--- src/rtl/data_mem_if.sv ---
// Bus between the EX/MEM side of the pipeline and the data-memory stage.
// The master drives the request fields and the slave returns load data and status.
interface data_mem_if;
    logic        MemRead;
    logic        MemWrite;
    logic [2:0]  funct3;
    logic [63:0] Address;
    logic [63:0] Write_Data;
    logic [63:0] Read_Data;
    logic        stall;
    logic        misaligned;

    modport master (
        output MemRead, MemWrite, funct3, Address, Write_Data,
        input  Read_Data, stall, misaligned
    );

    modport slave (
        input  MemRead, MemWrite, funct3, Address, Write_Data,
        output Read_Data, stall, misaligned
    );
endinterface

--- src/rtl/data_mem_stage.sv ---
// RV64I data-memory stage: byte-lane loads and stores against an internal little-endian memory.
// An accepted access stalls the pipeline for LATENCY cycles, then presents the result for one DONE cycle.
module data_mem_stage #(
    parameter int DEPTH_WORDS = 64,
    parameter int LATENCY     = 2
) (
    input  logic     clk,
    input  logic     reset,
    data_mem_if.slave bus
);
    localparam int AW = $clog2(DEPTH_WORDS);

    typedef enum logic [1:0] {IDLE, BUSY, DONE} state_t;

    state_t        state_reg, state_next;
    logic [3:0]    cnt_reg, cnt_next;
    logic          write_reg;
    logic [2:0]    funct3_reg;
    logic [AW+2:0] addr_reg;
    logic [63:0]   wdata_reg;
    logic [63:0]   read_data_reg;

    logic [63:0]   mem [DEPTH_WORDS];

    logic          req, aligned, do_access, stall, misaligned;
    logic          acc_write;
    logic [2:0]    acc_f3;
    logic [AW+2:0] acc_addr;
    logic [63:0]   acc_wdata;
    logic [AW-1:0] idx;
    logic [2:0]    lane;
    logic [63:0]   old_word, merged, wdata_sh, shifted, load_val;
    logic [7:0]    be;
    logic          unused_addr_hi;

    assign unused_addr_hi = ^bus.Address[63:AW+3];

    assign req = bus.MemRead | bus.MemWrite;

    always_comb begin
        aligned = 1'b1;
        case (bus.funct3[1:0])
            2'b00:   aligned = 1'b1;
            2'b01:   aligned = (bus.Address[0] == 1'b0);
            2'b10:   aligned = (bus.Address[1:0] == 2'b00);
            default: aligned = (bus.Address[2:0] == 3'b000);
        endcase
    end

    always_comb begin
        state_next = state_reg;
        cnt_next   = cnt_reg;
        do_access  = 1'b0;
        stall      = 1'b0;
        misaligned = 1'b0;
        case (state_reg)
            IDLE: begin
                if (req) begin
                    if (!aligned) begin
                        misaligned = 1'b1;
                    end else begin
                        stall    = 1'b1;
                        cnt_next = 4'(LATENCY - 1);
                        if (LATENCY == 1) begin
                            do_access  = 1'b1;
                            state_next = DONE;
                        end else begin
                            state_next = BUSY;
                        end
                    end
                end
            end
            BUSY: begin
                stall    = 1'b1;
                cnt_next = cnt_reg - 4'd1;
                if (cnt_reg == 4'd1) begin
                    do_access  = 1'b1;
                    state_next = DONE;
                end
            end
            DONE:    state_next = IDLE;
            default: state_next = IDLE;
        endcase
        // Reset overrides everything so a pending store is dropped, not committed.
        if (reset) begin
            stall      = 1'b0;
            misaligned = 1'b0;
            do_access  = 1'b0;
        end
    end

    // With LATENCY==1 the access happens in the request cycle, straight from the bus.
    always_comb begin
        if (state_reg == IDLE) begin
            acc_write = bus.MemWrite;
            acc_f3    = bus.funct3;
            acc_addr  = bus.Address[AW+2:0];
            acc_wdata = bus.Write_Data;
        end else begin
            acc_write = write_reg;
            acc_f3    = funct3_reg;
            acc_addr  = addr_reg;
            acc_wdata = wdata_reg;
        end
    end

    assign idx      = acc_addr[AW+2:3];
    assign lane     = acc_addr[2:0];
    assign old_word = mem[idx];
    assign wdata_sh = acc_wdata << {lane, 3'b000};
    assign shifted  = old_word >> {lane, 3'b000};

    always_comb begin
        be = 8'h00;
        case (acc_f3[1:0])
            2'b00:   be = 8'h01 << lane;
            2'b01:   be = 8'h03 << lane;
            2'b10:   be = 8'h0F << lane;
            default: be = 8'hFF;
        endcase
    end

    generate
        for (genvar gi = 0; gi < 8; gi++) begin : g_lane
            assign merged[gi*8 +: 8] = be[gi] ? wdata_sh[gi*8 +: 8] : old_word[gi*8 +: 8];
        end
    endgenerate

    always_comb begin
        load_val = shifted;
        case (acc_f3)
            3'b000:  load_val = {{56{shifted[7]}},  shifted[7:0]};
            3'b001:  load_val = {{48{shifted[15]}}, shifted[15:0]};
            3'b010:  load_val = {{32{shifted[31]}}, shifted[31:0]};
            3'b100:  load_val = {56'd0, shifted[7:0]};
            3'b101:  load_val = {48'd0, shifted[15:0]};
            3'b110:  load_val = {32'd0, shifted[31:0]};
            default: load_val = shifted;
        endcase
    end

    always_ff @(posedge clk) begin
        if (reset) begin
            state_reg     <= IDLE;
            cnt_reg       <= 4'd0;
            read_data_reg <= 64'd0;
            write_reg     <= 1'b0;
            funct3_reg    <= 3'd0;
            addr_reg      <= '0;
            wdata_reg     <= 64'd0;
        end else begin
            state_reg <= state_next;
            cnt_reg   <= cnt_next;
            if (state_reg == IDLE && req && aligned) begin
                write_reg  <= bus.MemWrite;
                funct3_reg <= bus.funct3;
                addr_reg   <= bus.Address[AW+2:0];
                wdata_reg  <= bus.Write_Data;
            end
            if (misaligned) begin
                read_data_reg <= 64'd0;
            end else if (do_access) begin
                read_data_reg <= acc_write ? 64'd0 : load_val;
            end
        end
    end

    // Memory contents survive reset; do_access is already suppressed while reset is high.
    always_ff @(posedge clk) begin
        if (do_access && acc_write) begin
            mem[idx] <= merged;
        end
    end

    assign bus.Read_Data  = read_data_reg;
    assign bus.stall      = stall;
    assign bus.misaligned = misaligned;
endmodule

--- src/flat_wrapper.sv ---
// flat-port wrapper written by rule: the top's interface ports become plain ports
module data_mem_stage_flat 
#(
    parameter int DEPTH_WORDS = 64,
    parameter int LATENCY     = 2
)
  (clk, reset, bus_MemRead, bus_MemWrite, bus_funct3, bus_Address, bus_Write_Data, bus_Read_Data, bus_stall, bus_misaligned);
  data_mem_if bus_i ();
  input  logic clk;
  input  logic reset;
  input wire logic [$bits(bus_i.MemRead)-1:0] bus_MemRead;
  input wire logic [$bits(bus_i.MemWrite)-1:0] bus_MemWrite;
  input wire logic [$bits(bus_i.funct3)-1:0] bus_funct3;
  input wire logic [$bits(bus_i.Address)-1:0] bus_Address;
  input wire logic [$bits(bus_i.Write_Data)-1:0] bus_Write_Data;
  output wire logic [$bits(bus_i.Read_Data)-1:0] bus_Read_Data;
  output wire logic [$bits(bus_i.stall)-1:0] bus_stall;
  output wire logic [$bits(bus_i.misaligned)-1:0] bus_misaligned;
  assign bus_i.MemRead = bus_MemRead;
  assign bus_i.MemWrite = bus_MemWrite;
  assign bus_i.funct3 = bus_funct3;
  assign bus_i.Address = bus_Address;
  assign bus_i.Write_Data = bus_Write_Data;
  assign bus_Read_Data = bus_i.Read_Data;
  assign bus_stall = bus_i.stall;
  assign bus_misaligned = bus_i.misaligned;
  data_mem_stage #(.DEPTH_WORDS(DEPTH_WORDS), .LATENCY(LATENCY)) u_core (.clk(clk), .reset(reset), .bus(bus_i));
endmodule
--- config.mk ---
export PLATFORM = sky130hd
export DESIGN_NAME = data_mem_stage_flat
export DESIGN_NICKNAME = d
export VERILOG_FILES = /design/src/rtl/data_mem_if.sv /design/src/rtl/data_mem_stage.sv /design/src/flat_wrapper.sv
export SDC_FILE = /design/constraint.sdc
export NUM_CORES = 2
export LEC_CHECK = 0
export CAP_MARGIN = 20
export CORE_ASPECT_RATIO = 1.1
export CORE_MARGIN = 2
export CORE_UTILIZATION = 34
export DETAILED_ROUTE_END_ITERATION = 8
export PLACE_DENSITY = 0.45
export SETUP_SLACK_MARGIN = 0.2
export SLEW_MARGIN = 20
export SYNTH_ARGS = -nofsm -noshare
export SYNTH_HDL_FRONTEND = slang
export SYNTH_SLANG_ARGS = --single-unit
export TNS_END_PERCENT = 50
--- constraint.sdc ---
create_clock -name clk -period 17.2 [get_ports clk]
set_input_delay 2.58 -clock clk [delete_from_list [all_inputs] [get_ports clk]]
set_output_delay 2.58 -clock clk [all_outputs]
set_load 0.03 [all_outputs]
==> impl_results.md <==
* Min-delay worst type: flop to flop
* Post-DRT Antenna Nets at 0
* Yosys warnings at 0
* Final clock skew at 95.52 ps
* Max-slew violations at 0
* Worst-skew pair later-pin latency at between 1000 and 1500 ps
* Placed Area at 177300 sq um
* Endpoint class of the critical path: flop
* TritonCTS Buffers at 452
* Clk slew on worst S/H paths at 60 ps
* # setup viols final at 0
* Hpwl dp at 415800 um
* Min Clock Period, post-route at 9261 ps
* R2R cell count at 15
* GPL Wtd Cong at 0.9123
* Worst relative slew slack at 0.1596
* Design area at roughly 190000 sq um
* Mean post-synth cell area at 15.25 sq um
* Actual slew at the worst max-slew pin at between 1000 and 1500 ps
* Final period util at 0.5384
* First-pass GRT wire length at 980100 um
* H-tree depth at 5
* Setup ws final at 7939 ps
* Die Y at 736.4 um
* Residual DRC at 0
* Die area at slightly below 500000 sq um
* Endpoints failing hold at 0
* Placed insts at 17230
* Row count at 269
* Input/output buffers at 145
* Vias/cell at 6.248
* Layout area overhead at 15.36%
* Vias at 112900
* Post-CTS Setup Bufs at 0
* Worst VDD drop at 0.0001084 V
* Largest net degree at the start of global routing at approximately 120
* Post-CTS Hold Buffers at 0
* Tot Pwr at 26.01 mW
* Initial antenna violation count at 46
* Crit-path max FO at 83
* RSZ-0062 raised after global routing: false
* Max reg flops at between 4000 and 5000
* Clock tree buffer depth at 4
* Setup WS pre-CTS at 7120 ps
* Vias in the first global route at 105600
* WHS Path Cells at 2
* Worst EP required at 17970 ps
* Async set-or-reset flop fraction in the synthesized netlist at 0
* Lkg Pwr at approximately 60 nW
* Core ar. at around 490000 sq um
* Power Dens Cells at 136.0 nW/um^2
* Cells after Synth at 10870
* Post-synth cell types at 107
* Clk sinks at around 4200
* Sequential share of the synthesized area at 0.7595
* Iteration-0 DRC count of the detailed router at 17000
* Startpoint class of the critical path: primary input
* Starting Density at 0.3407
* Total gr overflow at 0
* IO Pins at 201
* Root Driver: clkbuf_16
* Share of the synthesized area in the top cell type at 0.7418
* Worst EP arrival at 10030 ps
* Syn Nets at 11010
* Post-synth EDFFs at 4096
* Highest clock rate at 108.0 MHz
* Max-cap viol count at 0
* Top FF cell, synth: edfxtp_1
* CTS tree: built
* Nets at 11320
* Non-filler cells, final at 18060
* Flops & latches, synth at around 4200
* PostCTS Resize Cnt at 0
* Layout cells sized above 1 at 0.1222
* Run status: finished clean
* Die width at 669.8 um
* Kind of critical path: primary input to flop
* Total routed wirelength at 745900 um
* TritonRoute pass-1 iters at 8
* Dominant cell type by area after synthesis: edfxtp_1
* Top post-synthesis cells by area: edfxtp_1, nand2_1, o22ai_1, mux2i_1, dfxtp_1
* Synth Cell Area at roughly 170000 sq um
* GRT Overall Usage at 0.2918
* Routed WL per cell at 41.29 um
* Setup_tns at 0 ps
[cells in the mapped netlist, types with 26 or more instances]
| master | count |
|---|---|
| a211o_1 | 27 |
| a211oi_1 | 266 |
| a21oi_1 | 317 |
| a221oi_1 | 48 |
| a22o_1 | 31 |
| a22oi_1 | 123 |
| a31oi_1 | 146 |
| a32o_1 | 89 |
| a32oi_1 | 128 |
| a41oi_1 | 27 |
| and3_1 | 270 |
| buf_1 | 75 |
| buf_2 | 264 |
| buf_4 | 117 |
| buf_6 | 48 |
| clkbuf_1 | 292 |
| dfxtp_1 | 147 |
| edfxtp_1 | 4096 |
| mux2_2 | 39 |
| mux2i_1 | 355 |
| nand2_1 | 1481 |
| nand3_1 | 383 |
| nand4_1 | 48 |
| nor2_1 | 263 |
| nor2b_1 | 29 |
| nor3_1 | 74 |
| nor4_1 | 81 |
| o211ai_1 | 34 |
| o21ai_0 | 212 |
| o221ai_1 | 120 |
| o22a_1 | 68 |
| o22ai_1 | 630 |
| o31ai_1 | 46 |
| o32a_1 | 38 |
| o32ai_1 | 32 |
| o41ai_1 | 35 |
| or3_1 | 26 |
| or4_1 | 28 |
[worst paths after layout]
check | startpoint | to | slack (ps)
worst max-delay path | bus_Address[4] | u_core.mem[59][4] | 7940
worst min register to register | u_core.wdata_reg[59] | u_core.wdata_reg[59] | 450
worst min-delay path | u_core.wdata_reg[59] | u_core.wdata_reg[59] | 450
worst max register to register | u_core.state_reg[0] | u_core.mem[59][4] | 9400
[worst max-delay path: stages]
cell and delay (ps):
clkdlybuf4s50_1 390, buf_4 210, nor3b_4 190, buf_4 290
nor2_4 430, buf_4 640, buf_4 810, buf_12 480
buf_4 700, a32oi_1 200, a41oi_1 470, a21oi_1 110
o2111ai_1 460, a21oi_1 250, a21oi_4 770, buf_4 540
[placed cells by master (no fill, tap or decap), types with 38 or more instances in the layout]
cell type / Yosys / final
clkinv_2: 0 / 71
a31oi_1: 146 / 145
a211oi_1: 266 / 266
a22oi_1: 123 / 123
clkdlybuf4s50_1: 0 / 143
a21oi_1: 317 / 294
clkinv_1: 0 / 126
o22a_1: 68 / 68
and3_1: 270 / 270
nor4_1: 81 / 76
o32a_1: 38 / 38
o31ai_1: 46 / 40
nand2_1: 1481 / 1469
a32o_1: 89 / 89
nor3_1: 74 / 71
clkbuf_1: 292 / 103
o22ai_1: 630 / 627
nand3_1: 383 / 383
nor2_4: 2 / 78
buf_4: 117 / 471
mux2i_1: 355 / 334
edfxtp_1: 4096 / 4096
dfxtp_1: 147 / 144
a221oi_1: 48 / 47
o21ai_0: 212 / 187
nand4_1: 48 / 48
nor2_1: 263 / 185
a32oi_1: 128 / 128
clkbuf_16: 0 / 456
o221ai_1: 120 / 120
[through the flow]
step | utilization | hold slack, ps
finish | 0.3930 | 453.3
global route | 0.3930 | 472.9
CTS | 0.3929 | 452.7
detailed placement | 0.3644 | 444.7
global placement | 0.3639 | 439.3
floorplan | - | 431.8
[report_power, final]
group	internal, mW	switching, mW	total [mW]
registers	12.5	0.0180	12.5
logic	0.828	3.35	4.17
clock network	5.18	4.16	9.34
[per-layer routing]
| metal | GRT usage | vias up | wire [um] |
|---|---|---|---|
| li1 | - | 44250 | - |
| met1 | 0.3851 | 59950 | 289100 |
| met4 | 0.1360 | 28 | 40550 |
| met3 | 0.05729 | 1445 | 73660 |
| met5 | 0 | - | 233 |
| met2 | 0.4651 | 7204 | 342400 |
[cell type report]
type / count / area, sq um
diodes: 10 / 25.02
clock inverters: 262 / 2044
fillers: 44870 / 295400
repair buffers: 656 / 5774
inverters: 15 / 56.30
clock buffers: 561 / 11820
multi-input cells: 5813 / 37490
well taps: 6504 / 8138
flip-flops and latches: 4243 / 125900
[logic make-up (layout without fill, tap and decap cells)]
kind of cell,after synthesis,after routing,share of synthesized area
DFF,4243,4243,0.7595
and+or+nand+nor,2777,2777,0.07663
AOI/OAI and AO/OA,2632,2632,0.1135
buffers and inverters,815,1494,0.02553
muxes,396,396,0.02423
adders and majority gates,6,6,0.0004527
xor gates and xnor gates,2,2,0.0001057
other,0,10,0
Note: power is estimated with default switching activity, not from simulation.
